<file path="src/rtl/miriscv_mem_arbiter.sv">
// rtl/miriscv_mem_arbiter.sv - shares one req/rvalid memory between instruction fetch and the LSU
// Optional: define MIRISCV_MEM_ARB_RR_EN for round-robin arbitration (default: data beats instr).
module miriscv_mem_arbiter #(
  parameter int XLEN           = 32,
  parameter int TIMEOUT_CYCLES = 256
) (
  input  logic              clk_i,
  input  logic              arstn_i,
  input  logic              instr_req_i,
  input  logic [XLEN-1:0]   instr_addr_i,
  output logic              instr_rvalid_o,
  output logic [XLEN-1:0]   instr_rdata_o,
  input  logic              data_req_i,
  input  logic              data_we_i,
  input  logic [XLEN/8-1:0] data_be_i,
  input  logic [XLEN-1:0]   data_addr_i,
  input  logic [XLEN-1:0]   data_wdata_i,
  output logic              data_rvalid_o,
  output logic [XLEN-1:0]   data_rdata_o,
  output logic              mem_req_o,
  output logic              mem_we_o,
  output logic [XLEN/8-1:0] mem_be_o,
  output logic [XLEN-1:0]   mem_addr_o,
  output logic [XLEN-1:0]   mem_wdata_o,
  input  logic              mem_rvalid_i,
  input  logic [XLEN-1:0]   mem_rdata_i,
  output logic              busy_o,
  output logic              err_o
);
  localparam int CW = (TIMEOUT_CYCLES > 1) ? $clog2(TIMEOUT_CYCLES) : 1;
  localparam logic [CW-1:0] CNT_LAST = CW'((TIMEOUT_CYCLES > 0) ? TIMEOUT_CYCLES - 1 : 0);
  localparam logic [CW-1:0] CNT_MAX  = '1;

  typedef enum logic [1:0] {IDLE, ISSUE, WAIT} state_t;
  typedef enum logic {PORT_INSTR = 1'b0, PORT_DATA = 1'b1} port_t;

  state_t        state;
  port_t         owner;
  port_t         winner;
  logic [CW-1:0] cnt;
  logic          timeout_hit;
  logic          resp;
`ifdef MIRISCV_MEM_ARB_RR_EN
  port_t         last_grant;
`endif

  always_comb begin
    winner = PORT_INSTR;
`ifdef MIRISCV_MEM_ARB_RR_EN
    if (data_req_i && instr_req_i)
      winner = (last_grant == PORT_INSTR) ? PORT_DATA : PORT_INSTR;
    else if (data_req_i)
      winner = PORT_DATA;
`else
    if (data_req_i)
      winner = PORT_DATA;
`endif
  end

  // A response arriving on the final timeout cycle takes precedence over the forced error.
  assign timeout_hit    = (TIMEOUT_CYCLES != 0) && (cnt == CNT_LAST);
  assign resp           = (state == WAIT) && (mem_rvalid_i || timeout_hit);
  assign err_o          = (state == WAIT) && timeout_hit && !mem_rvalid_i;
  assign busy_o         = (state != IDLE);
  assign instr_rvalid_o = resp && (owner == PORT_INSTR);
  assign data_rvalid_o  = resp && (owner == PORT_DATA);
  assign instr_rdata_o  = (instr_rvalid_o && mem_rvalid_i) ? mem_rdata_i : '0;
  assign data_rdata_o   = (data_rvalid_o && mem_rvalid_i) ? mem_rdata_i : '0;

  always_ff @(posedge clk_i or negedge arstn_i) begin
    if (!arstn_i) begin
      state       <= IDLE;
      owner       <= PORT_INSTR;
      cnt         <= '0;
      mem_req_o   <= 1'b0;
      mem_we_o    <= 1'b0;
      mem_be_o    <= '0;
      mem_addr_o  <= '0;
      mem_wdata_o <= '0;
`ifdef MIRISCV_MEM_ARB_RR_EN
      last_grant  <= PORT_INSTR;
`endif
    end else begin
      mem_req_o <= 1'b0;
      case (state)
        IDLE: begin
          if (instr_req_i || data_req_i) begin
            owner     <= winner;
            mem_req_o <= 1'b1;
            state     <= ISSUE;
            if (winner == PORT_DATA) begin
              mem_we_o    <= data_we_i;
              mem_be_o    <= data_be_i;
              mem_addr_o  <= data_addr_i;
              mem_wdata_o <= data_wdata_i;
            end else begin
              mem_we_o    <= 1'b0;
              mem_be_o    <= '1;
              mem_addr_o  <= instr_addr_i;
              mem_wdata_o <= '0;
            end
          end
        end
        ISSUE: begin
          cnt   <= '0;
          state <= WAIT;
        end
        WAIT: begin
          if (resp) begin
            state <= IDLE;
`ifdef MIRISCV_MEM_ARB_RR_EN
            last_grant <= owner;
`endif
          end else if (cnt != CNT_MAX) begin
            cnt <= cnt + 1'b1;
          end
        end
        default: state <= IDLE;
      endcase
    end
  end
endmodule

</file>
<file path="config.mk">
export PLATFORM = sky130hd
export DESIGN_NAME = miriscv_mem_arbiter
export DESIGN_NICKNAME = d
export VERILOG_FILES = /design/src/rtl/miriscv_mem_arbiter.sv
export SDC_FILE = /design/constraint.sdc
export NUM_CORES = 1
export LEC_CHECK = 0
export CAP_MARGIN = 20
export CORE_AREA = 2 2 107 109
export DETAILED_ROUTE_END_ITERATION = 10
export DIE_AREA = 0 0 109 111
export GPL_TIMING_DRIVEN = 1
export PLACE_DENSITY = 0.91
export SYNTH_ARGS = -nofsm -noshare
export SYNTH_HDL_FRONTEND = slang
export SYNTH_SLANG_ARGS = --single-unit
</file>
<file path="constraint.sdc">
create_clock -name clk_i -period 3.8 [get_ports clk_i]
set_input_delay 0.38 -clock clk_i [delete_from_list [all_inputs] [get_ports clk_i]]
set_output_delay 0.38 -clock clk_i [all_outputs]
set_load 0.03 [all_outputs]
</file>
==> flow_metrics.tcl <==
set metrics [dict create \
    hold_viol_final 30 \
    io_pins 276 \
    synth_area_sq_mm 0.00383 \
    async_reset_ff_share_pct 100 \
    ys_top_cells_by_area "dfrtp_1 53%, and2_1 11%, mux2i_1 8.4%" \
    antenna_found_initial 0 \
    cts_max_path_buffers 2 \
    hold_class "in -> async" \
    ys_seq_area_share_pct 52.9 \
    critical_path_arrival_ns 2.65 \
    leakage_uw 0.00300 \
    synth_top_area_share_pct 52.9 \
    startpoint_type "register" \
    synth.avg_cell_area_sq_um 10.7 \
    wire_per_inst_microns 16.2 \
    drtIter0Drc 162 \
    cts-root-buf "clkbuf_16" \
    total_power_uw 5230 \
    routed_wl_microns 12500 \
    drv_slew 0 \
    ys.flop_type "dfrtp_1" \
    grt_pass1_vias 3754 \
    initial_core_util_pct 34.6 \
    violations "negative hold slack" \
    cts_tree "yes" \
    rows 39 \
    rsz0062_at_grt "no" \
    synth_edf_count 0 \
    ys_warn_count 0 \
    clkTransAtPathRegs_ns 0.06 \
    core_area_sq_mm 0.0111 \
    clock_skew_ns 0.00714 \
    fin_nets 761 \
    cp-end-kind "primary output" \
    path_class "reg -> out" \
    hold_buffers 0 \
    die_w_microns 109 \
    worstPathRequired_ns 3.42 \
    dr.pass1.iters 4 \
    ff_latch_area_sq_mm 0.00203 \
    synth_fp_nets 496 \
    die_area_sq_mm 0.0121 \
    setup_viol 0 \
    fmax_mhz 330 \
    maxCapViolCount 0 \
    insertion_delay_ns 0.32 \
    regToRegSetupSlack_ns 1.92 \
    power_density_mw_per_mm2 745 \
    port_buffers 275 \
    dp_hpwl_microns 9840 \
    grt_max_degree 82 \
    cts_buffers 9 \
    outcome "complete, but fails checks" \
    grt_pass1_wl_microns 19000 \
    ir_worst_vdd_mv 0.470 \
    n_antenna_cell 0 \
    fill_cells 868 \
    synthCells 357 \
    fin_crit_sh_pct 79.8 \
    drive_above_1_share_pct 4.94 \
    area_delta_synth_final_pct 83.3 \
    final_util_pct 63.3 \
    worst_pin_slew_ns 1.03 \
    ys_ff_latch 81 \
    period_needed_ns 3.03 \
    ys_types 38 \
    viasPerCell 4.71 \
    finalSetupTns_ns 0 \
    clock-sinks 81 \
    crit_fanout 32 \
    routed-via-count 3629 \
    grt_remaining_overflow 0 \
    drc_errors 0 \
    synth_area_leader_cell "dfrtp_1" \
    hold_slack_ns -0.0185 \
    post-cts-setup-buffers 0 \
    max_slew_margin_pct 31.3 \
    cts-resized-gates 0 \
    gp_congestion 0.836 \
    multiInputGateArea_sq_mm 0.00164 \
    htreeDepth 3 \
    grt_use_total_pct 20.2 \
    die_y_microns 111 \
    ant_nets 0 \
]
-- registers in the layout, summed over array words and instances, names as in the netlist --
signal,count
owner,1
mem_wdata_o,32
cnt,8
mem_we_o,1
state,2
mem_be_o,4
mem_addr_o,32
mem_req_o,1
-- path summary, 6_finish.rpt --
path	startpoint	end	cells after the start
max in group asynchronous	arstn_i	mem_wdata_o[19]$_DFFE_PN0P_	2
hold / removal	arstn_i	mem_addr_o[6]$_DFFE_PN0P_	1
hold reg to reg	mem_addr_o[30]$_DFFE_PN0P_	mem_addr_o[30]$_DFFE_PN0P_	2
setup reg to reg	cnt[0]$_DFFE_PN0P_	cnt[6]$_DFFE_PN0P_	5
setup / recovery	state[0]$_DFFE_PN0P_	instr_rdata_o[13]	4
min in group clk_i	mem_addr_o[30]$_DFFE_PN0P_	mem_addr_o[30]$_DFFE_PN0P_	2
-- metal layers --
metal / share of wire, % / GRT usage [%] / up-vias
met4: 1.6 / 5.90 / 0
li1: - / - / 1765
met5: 0 / 0 / -
met1: 36 / 21.6 / 1689
met2: 55 / 37.5 / 163
met3: 7.9 / 6.00 / 12
-- metrics by stage --
stage,area (sq um),std cells,worst slack (ns)
after global routing,7020,770,0.562
after floorplan,3830,357,1.81
after CTS,6940,767,0.743
final,7020,770,0.767
after global placement,6630,751,0.987
after detailed placement,6630,751,0.883
-- layout by cell type (no fill, tap or decap), types with 2 or more instances in the layout --
cell             count
o22a_1               4
inv_1                3
nand2_1             40
o21ai_0             35
a22o_1              33
nand2b_1             2
nand3_1              6
nor2_1               3
o211ai_1             3
and2_1              65
clkdlybuf4s50_1    273
clkbuf_8             2
dfrtp_1             81
clkinv_4             3
buf_4                3
buf_16               2
nor3_1               2
mux2i_1             32
o31ai_1              2
clkbuf_16            9
-- report_power, final --
group	total, uW	switching [uW]	internal, uW
clock network	888	340	548
logic	2830	1610	1220
registers	1510	244	1260
total	5230	2200	3030
-- final cells by class --
class	count	area share, %
timing repair buffer	280	40.4
sequential	81	28.9
multi-input combinational	246	23.4
clock buffer	11	3.60
tap	143	2.55
clock inverter	5	0.909
inverter	4	0.214
-- cells in the mapped netlist (2+ instances only) --
cell	count
buf_6	2
nand3_1	6
o211ai_1	3
o22a_1	4
nor3_1	2
a22o_1	33
nor2_1	3
o31ai_1	2
buf_2	12
and2_1	65
nand2_1	40
buf_4	4
o21ai_0	35
clkbuf_1	8
dfrtp_1	81
inv_1	3
mux2i_1	32
nand2b_1	2
-- critical path: stages (launching register included) --
cell and delay (ns):
dfrtp_1 0.43, nor2b_1 0.27, and3b_1 0.72, and2_1 0.23, clkdlybuf4s50_1 0.68
-- logic make-up after synthesis --
family	count (synthesis)	share of synthesized area, %
flip-flops	81	52.9
adder cells (fa/ha/maj)	1	0.327
multiplexers	33	8.66
buffers and inverters	30	4.12
AND/OR/NAND/NOR	127	18.1
AO/OA/AOI/OAI	85	15.8
(Power assumes the default switching activity.)
